==> src/rtl/bcd_operand_pkg.sv <==
// Shared types and helpers for the keypad BCD operand collector.
// Arithmetic helpers are fixed at 32 bits; callers truncate to their width.
package bcd_operand_pkg;

    typedef enum logic {
        COLLECT = 1'b0,
        HOLD    = 1'b1
    } state_e;

    localparam logic [3:0] BCD_MAX = 4'd9;
    localparam int ACC_MAX_W = 32;

    function automatic logic [31:0] mul10_add(
        input logic [31:0] acc,
        input logic [3:0]  digit
    );
        return (acc << 3) + (acc << 1) + {28'd0, digit};
    endfunction

    function automatic longint pow10(input int n);
        longint r;
        r = 1;
        for (int i = 0; i < n; i++) r = r * 10;
        return r;
    endfunction

endpackage

==> src/rtl/rise_detect.sv <==
// Single-cycle rising-edge event from a synchronous level strobe.
// A level already high out of reset must fall once before it can fire.
module rise_detect (
    input  logic clk,
    input  logic rst,
    input  logic lvl_i,
    output logic rise_o
);

    logic lvl_q;
    logic armed_q;

    always_ff @(posedge clk or negedge rst) begin
        if (!rst) begin
            lvl_q   <= 1'b0;
            armed_q <= 1'b0;
        end else begin
            lvl_q   <= lvl_i;
            armed_q <= armed_q | ~lvl_i;
        end
    end

    assign rise_o = lvl_i & ~lvl_q & armed_q;

endmodule

==> src/rtl/bcd_operand_collector.sv <==
// Collects signed BCD operands from a keypad and presents them
// as two's complement words under a valid/ready handshake.
module bcd_operand_collector
    import bcd_operand_pkg::*;
#(
    parameter  int DIGITS   = 2,
    parameter  int OPERANDS = 2,
    parameter  int OUT_W    = 8,
    localparam int OPW = (OPERANDS > 1) ? $clog2(OPERANDS) : 1,
    localparam int DGW = (DIGITS > 1) ? $clog2(DIGITS) : 1
) (
    input  logic                      clk,
    input  logic                      rst,
    input  logic                      dat_ready,
    input  logic [3:0]                dato,
    input  logic                      signo,
    input  logic                      clear,
    input  logic                      ready,
    output logic [OPERANDS*OUT_W-1:0] operands_o,
    output logic                      valid,
    output logic                      err,
    output logic [OPW-1:0]            op_idx,
    output logic [DGW-1:0]            digit_idx
);

    if (OUT_W > ACC_MAX_W ||
        (longint'(1) << (OUT_W - 1)) <= pow10(DIGITS) - 1) begin : g_bad_width
        $error("OUT_W too small for DIGITS");
    end

    logic rise;

    rise_detect u_rise (
        .clk    (clk),
        .rst    (rst),
        .lvl_i  (dat_ready),
        .rise_o (rise)
    );

    state_e                    state_q;
    logic [OUT_W-1:0]          acc_q;
    logic [OUT_W-1:0]          acc_d;
    logic [OUT_W-1:0]          val_d;
    logic                      sign_q;
    logic                      sign_d;
    logic [OPW-1:0]            op_idx_q;
    logic [DGW-1:0]            digit_idx_q;
    logic [OPERANDS*OUT_W-1:0] slots_q;
    logic                      valid_q;
    logic                      err_q;
    logic                      last_dig;
    logic                      last_op;

    always_comb begin
        acc_d    = OUT_W'(mul10_add(32'(acc_q), dato));
        sign_d   = (digit_idx_q == '0) ? signo : sign_q;
        val_d    = sign_d ? -acc_d : acc_d;
        last_dig = (digit_idx_q == DGW'(DIGITS - 1));
        last_op  = (op_idx_q == OPW'(OPERANDS - 1));
    end

    always_ff @(posedge clk or negedge rst) begin
        if (!rst) begin
            state_q     <= COLLECT;
            acc_q       <= '0;
            sign_q      <= 1'b0;
            op_idx_q    <= '0;
            digit_idx_q <= '0;
            slots_q     <= '0;
            valid_q     <= 1'b0;
            err_q       <= 1'b0;
        end else begin
            err_q <= 1'b0;
            if (clear) begin
                state_q     <= COLLECT;
                acc_q       <= '0;
                sign_q      <= 1'b0;
                op_idx_q    <= '0;
                digit_idx_q <= '0;
                slots_q     <= '0;
                valid_q     <= 1'b0;
            end else begin
                unique case (state_q)
                    COLLECT: if (rise) begin
                        if (dato > BCD_MAX) begin
                            err_q <= 1'b1;
                        end else if (!last_dig) begin
                            acc_q       <= acc_d;
                            sign_q      <= sign_d;
                            digit_idx_q <= digit_idx_q + DGW'(1);
                        end else begin
                            for (int k = 0; k < OPERANDS; k++)
                                if (op_idx_q == OPW'(k))
                                    slots_q[k*OUT_W +: OUT_W] <= val_d;
                            acc_q       <= '0;
                            sign_q      <= 1'b0;
                            digit_idx_q <= '0;
                            if (last_op) begin
                                op_idx_q <= '0;
                                valid_q  <= 1'b1;
                                state_q  <= HOLD;
                            end else begin
                                op_idx_q <= op_idx_q + OPW'(1);
                            end
                        end
                    end
                    HOLD: if (ready) begin
                        valid_q <= 1'b0;
                        state_q <= COLLECT;
                    end
                    default: ;
                endcase
            end
        end
    end

    assign operands_o = slots_q;
    assign valid      = valid_q;
    assign err        = err_q;
    assign op_idx     = op_idx_q;
    assign digit_idx  = digit_idx_q;

endmodule

==> config.mk <==
export PLATFORM = sky130hd
export DESIGN_NAME = bcd_operand_collector
export DESIGN_NICKNAME = d
export VERILOG_FILES = /design/src/rtl/bcd_operand_pkg.sv /design/src/rtl/rise_detect.sv /design/src/rtl/bcd_operand_collector.sv
export SDC_FILE = /design/constraint.sdc
export NUM_CORES = 1
export LEC_CHECK = 0
export CORE_MARGIN = 2
export CORE_UTILIZATION = 30
export DETAILED_ROUTE_END_ITERATION = 10
export SETUP_SLACK_MARGIN = 0.05
export SLEW_MARGIN = 30
export SYNTH_ARGS = -nofsm -noshare
export SYNTH_HDL_FRONTEND = slang
export SYNTH_SLANG_ARGS = --single-unit
export TNS_END_PERCENT = 30
==> constraint.sdc <==
create_clock -name clk -period 3 [get_ports clk]
set_input_delay 0.6 -clock clk [delete_from_list [all_inputs] [get_ports clk]]
set_output_delay 0.6 -clock clk [all_outputs]
set_load 0.02 [all_outputs]
---- Yosys cells after proc, flatten, opt, wreduce, memory -nomap -nowiden ----
Index checks and enable logic that the tools add are counted.
storage, ports and cells
  flip-flop bits (word level) ............. 31
  logic and storage cells ................. 87
operators by class
  add/sub/neg operators ................... 5
  magnitude comparators ................... 1
  equality and inequality tests ........... 8
  multiplexer cells ....................... 48
  bitwise gates (word level) .............. 6
  reductions and logical operators ........ 8
operators with widths
  cell                 count
  $mux 16              5
  $mux 7               5
  $mux 1               33
  $mux 8               3
  $ne 3x3->1 const B   5
  $reduce_and 5->1     3
  $add 8x4->8          1
  $add 8x8->8          1
  $neg 8->8            1
  $ne 2x2->1 const B   3
  $reduce_bool 2->1    3
  $gt 4x4->1 const B   1
  $pmux 1 s2           2
  $reduce_and 4->1     1
  $not 1->1            3
  $reduce_and 3->1     1
  $add 1x1->1 const B  2
  $and 1x1->1          2
  $or 1x1->1           1

---- Longest topological paths before layout ----
  word-level depth ........................ 10
  depth in mapped cells ................... 10
  depth with buffers taken out ............ 10

---- Cells and area by module ----
From an unflattened synthesis, not the netlist that was laid out.
unflattened totals
  cell total of the unflattened synthesis .. 149
  area, all modules ....................... 1665.3 um^2
modules (own cells, without submodules)
  module                 times used  cells each  area an instance (um^2)
  bcd_operand_collector  1           145         1600.3
  rise_detect            1           4           65.1

---- Worst setup path before layout ----
No wires, ideal clock.
  path type ............................... input port to flip-flop
  from .................................... input port dato[3]
  to ...................................... register slots_q[15] (netlist: operands_o[15])
  setup time .............................. 137 ps
  arrival ................................. 2624 ps
  required time ........................... 2863 ps
  path slack .............................. 239 ps
  cell stages on the path ................. 10
  path buffers ............................ 0
  cells stage by stage .................... inv_1 fa_1 inv_1 fa_1 a21o_1 a21oi_2 xnor2_1 o31ai_2 xnor2_1 a211oi_2
on the way
  cells in the longest elaborated chain, start to end .. 9
  elaborated cells between the ends (all ways) .. 12
  classes of those cells .................. add/sub (2); order compare (1); eq/ne (1); mux (7); reduce/logical (1)
ends and longest elaborated chain
  what                             RTL line                     RTL
  from (decl)                      bcd_operand_collector.sv:15  input logic [3:0] dato,
  $add 8x4->8                      bcd_operand_pkg.sv:17        return (acc << 3) + (acc << 1) + {28'd0, digit};
  $neg 8->8                        bcd_operand_collector.sv:57  val_d = sign_d ? -acc_d : acc_d;
  $mux 8                           bcd_operand_collector.sv:57
  $mux 8                           bcd_operand_collector.sv:93  if (op_idx_q == OPW'(k))
  $mux 16                          bcd_operand_collector.sv:87  end else if (!last_dig) begin
  $mux 16                          bcd_operand_collector.sv:85  if (dato > BCD_MAX) begin
  $mux 16                          bcd_operand_collector.sv:84  COLLECT: if (rise) begin
  $mux 16                          bcd_operand_collector.sv:83  unique case (state_q)
  $mux 16                          bcd_operand_collector.sv:74  if (clear) begin
  to (signal, indexed assignment)  bcd_operand_collector.sv:94  slots_q[k*OUT_W +: OUT_W] <= val_d;
  to (decl)                        bcd_operand_collector.sv:48  logic [OPERANDS*OUT_W-1:0] slots_q;
Several ways; a longest one is shown, not always the timed one. The select of a mux whose other input is x is not followed.
A chain may end at the register's enable or synchronous reset.

---- Worst setup path in the final report ----
  from .................................... input port dato[2]
  to ...................................... register slots_q[7] (netlist: operands_o[7])
Same word-level chain as after synthesis.

==> summary.md <==
| Metric | Value |
|---|---|
| Largest net degree at the start of global routing | `32` |
| RSZ-0062 raised after global routing | `false` |
| Final Util | `41.9%` |
| Setup violators final | `0` |
| Crit path max fanout | `3` |
| Number of H-tree levels | `2` |
| CP delay by family, top | `adder cells` |
| Placed inst area | `0.00214 mm^2` |
| GRT overflow | `0` |
| CTS Buffer Depth | `2` |
| PortBufs | `29` |
| Vias in the first global route | `1275` |
| Critical path data required time | `3.19 ns` |
| DP HPWL | `2630 um` |
| Layout cell share with drive strength beyond 1 | `20.6%` |
| Yosys reg bits | `31` |
| Yosys synthesis warning count | `0` |
| Detailed-router iteration count before antenna repair | `4` |
| Clock Tree Root | `clkbuf_8` |
| Top_reg_cell synth | `dfrtp_1` |
| CP arrival | `3.07 ns` |
| Area growth, synth to finish | `35.4%` |
| Die ar. | `0.00630 mm^2` |
| Post-synth ARST share | `100%` |
| Initial antenna violation count | `0` |
| Final hold viol count | `0` |
| Clk Latency, worst-skew pair | `0.28 ns` |
| Slew Limit Fails | `0` |
| Mapped Cells | `159` |
| Buf/Inv on CP | `1` |
| Synth Area per Inst | `10.7 um^2` |
| Post-synth EDFFs | `0` |
| DRC errors left | `0` |
| TritonCTS clock tree | `done` |
| Tmin final | `2.89 ns` |
| Leak | `1.06 nW` |
| Core area | `0.00551 mm^2` |
| Hold_ws | `0.464 ns` |
| Max Freq | `347 MHz` |
| Die height | `79.4 um` |
| Maximum VDD drop | `192 uV` |
| Standard-cell row count | `27` |
| CTS buffer count | `5` |
| Pwr per Cell Area | `438 mW/mm^2` |
| Sequential fraction of the synthesis area | `45.5%` |
| Synth Net Count | `182` |
| DRT iter0 DRCs | `48` |
| Commonest non-fill, non-tap cell in the layout | `dfrtp_1` |
| Gr busiest metal | `met2` |
| Critical path's largest stage delay | `0.43 ns` |
| Final RePlAce weighted congestion | `0.748` |
| Detail Route Antenna Nets | `0` |
| Run status | `completed` |
| Met3 usage | `3.39%` |
| Hold_buf cts | `0` |
| Via Count | `1315` |
| Maxcap violations | `0` |
| I/O pins | `30` |
| Period utilization | `96.2%` |
| M1 GR Usage | `16.1%` |
| Post-route design area | `0.00231 mm^2` |
| # diodes | `0` |
| Skew final | `0.00211 ns` |
| Slew @ Worst Pin | `0.656 ns` |
| Final net count | `227` |
| GR Layer Usage met2 | `18.6%` |
| Avg WL per Cell | `12.5 um` |
| Vias per cell | `4.76` |
| CP Capture Type | `flop` |
| Post-synthesis cell type count | `34` |
| CTS clock-pin slew for the worst setup and hold paths | `0.06 ns` |
| Non-filler cells, final | `276` |
| Kind of critical path | `input pin to flop` |
| Starting Density | `31.0%` |
| Worst-path cell chain | `clkdlybuf4s50_1, ha_1, ha_1, fa_2, a21o_1, a21oi_2, xnor2_2, o31ai_4, xnor2_2, o31ai_1` |
| Hold Crit Class | `flop to flop` |
| Setup TNS | `0 ns` |
| Synth Cell Area | `0.00171 mm^2` |
| Type of origin of the critical path | `input pin` |
| First-pass GRT wire length | `5980 um` |
| Total track usage | `12.6%` |
| Detailed-route wire length | `3460 um` |
| Die W | `79.4 um` |
| Max_slew headroom | `56.1%` |
| Slowest-stage cell, CP | `clkdlybuf4s50_1` |
| Sink Count | `31` |
| Highest-count cells in the layout ignoring fill and taps | `dfrtp_1 (31), clkdlybuf4s50_1 (28), nor2_1 (17)` |
| Cell count after placement | `269` |
==> repair_timing <==
action | CTS | global route
pin swaps | 8 | 7
gates resized for setup | 7 | 7
endpoints found under the setup margin | 6 | 7
buffers inserted | 0 | 0
==> power breakdown <==
part	total [W]	internal [W]	switching (W)
clock network	0.000327	0.000180	0.000148
registers	0.000452	0.000438	0.0000136
logic	0.000233	0.000109	0.000124
==> cells in the mapped netlist, drive strengths merged, types with 3 or more instances <==
library cell,instances,share of area [%]
dfrtp,31,45
nor2,19,4.2
a21oi,8,2.6
xnor2,8,4.1
nand3b,3,1.5
o31ai,9,4.5
a22o,8,4.2
nand2b,3,1.1
buf,5,2.9
ha,11,8.1
a211oi,6,3.2
inv,9,2.0
xor2,6,3.1
o21ai,5,1.5
nand2,11,2.4
==> per-layer routing <==
metal	wire length, um	vias up
met5	0	-
li1	-	651
met4	159	0
met3	161	15
met1	1610	613
met2	1530	36
==> registers in the layout, indices dropped and copies added (netlist names) <==
signal / cells
acc_q: 7
digit_idx: 1
err: 1
op_idx: 1
operands_o: 16
sign_q: 1
state_q: 1
u_rise.armed_q: 1
u_rise.lvl_q: 1
valid: 1
==> cells by family (layout without fill, tap and decap cells) <==
logic type                 Yosys count  count (layout)  synth area share [%]
AOI/OAI and AO/OA                   42              42                  18.6
and+or+nand+nor                     42              42                  11.9
DFF                                 31              31                  45.5
buffers and inverters               15              60                  5.13
xor gates and xnor gates            14              14                  7.19
adders and majority gates           13              13                  10.4
muxes                                2               2                  1.25
==> worst paths after layout <==
| check | from | endpoint | slack, ns | depth (start not counted) |
|---|---|---|---|---|
| worst max-delay path | dato[2] | operands_o[7]$_DFFE_PN0P_ | 0.11 | 10 |
| worst min-delay path | u_rise.armed_q$_DFF_PN0_ | u_rise.armed_q$_DFF_PN0_ | 0.46 | 1 |
| worst max register to register | acc_q[0]$_DFFE_PN0P_ | operands_o[7]$_DFFE_PN0P_ | 0.35 | 10 |
| worst min register to register | u_rise.armed_q$_DFF_PN0_ | u_rise.armed_q$_DFF_PN0_ | 0.46 | 1 |
| max in group asynchronous | rst | operands_o[9]$_DFFE_PN0P_ | 2.01 | 2 |
| min in group asynchronous | rst | operands_o[13]$_DFFE_PN0P_ | 0.72 | 2 |
==> worst register-to-register path, stage by stage, from the launching register on <==
cell,delay (ns)
dfrtp_1,0.38
inv_1,0.07
fa_1,0.51
inv_2,0.06
fa_2,0.42
a21o_1,0.20
a21oi_2,0.16
xnor2_2,0.12
o31ai_4,0.29
xnor2_2,0.11
o31ai_1,0.23
==> metrics by stage <==
| step | total power (W) | setup WS (ns) |
|---|---|---|
| floorplan | 0.000581 | 0.239 |
| global placement | 0.000675 | -0.288 |
| detailed placement | 0.000677 | -0.341 |
| CTS | 0.00102 | 0.0732 |
| global route | 0.00107 | 0.0453 |
| finish | 0.00101 | 0.115 |
==> final cells by class <==
| cell class | instances | area, um^2 |
|---|---|---|
| clock buffers | 6 | 82.6 |
| clock inverters | 1 | 5.00 |
| fillers | 547 | 3200 |
| inverters | 9 | 33.8 |
| multi-input cells | 113 | 916 |
| flip-flops and latches | 31 | 776 |
| well taps | 72 | 90.1 |
| repair buffers | 44 | 405 |
No activity file was read; power rests on OpenSTA's default activity.
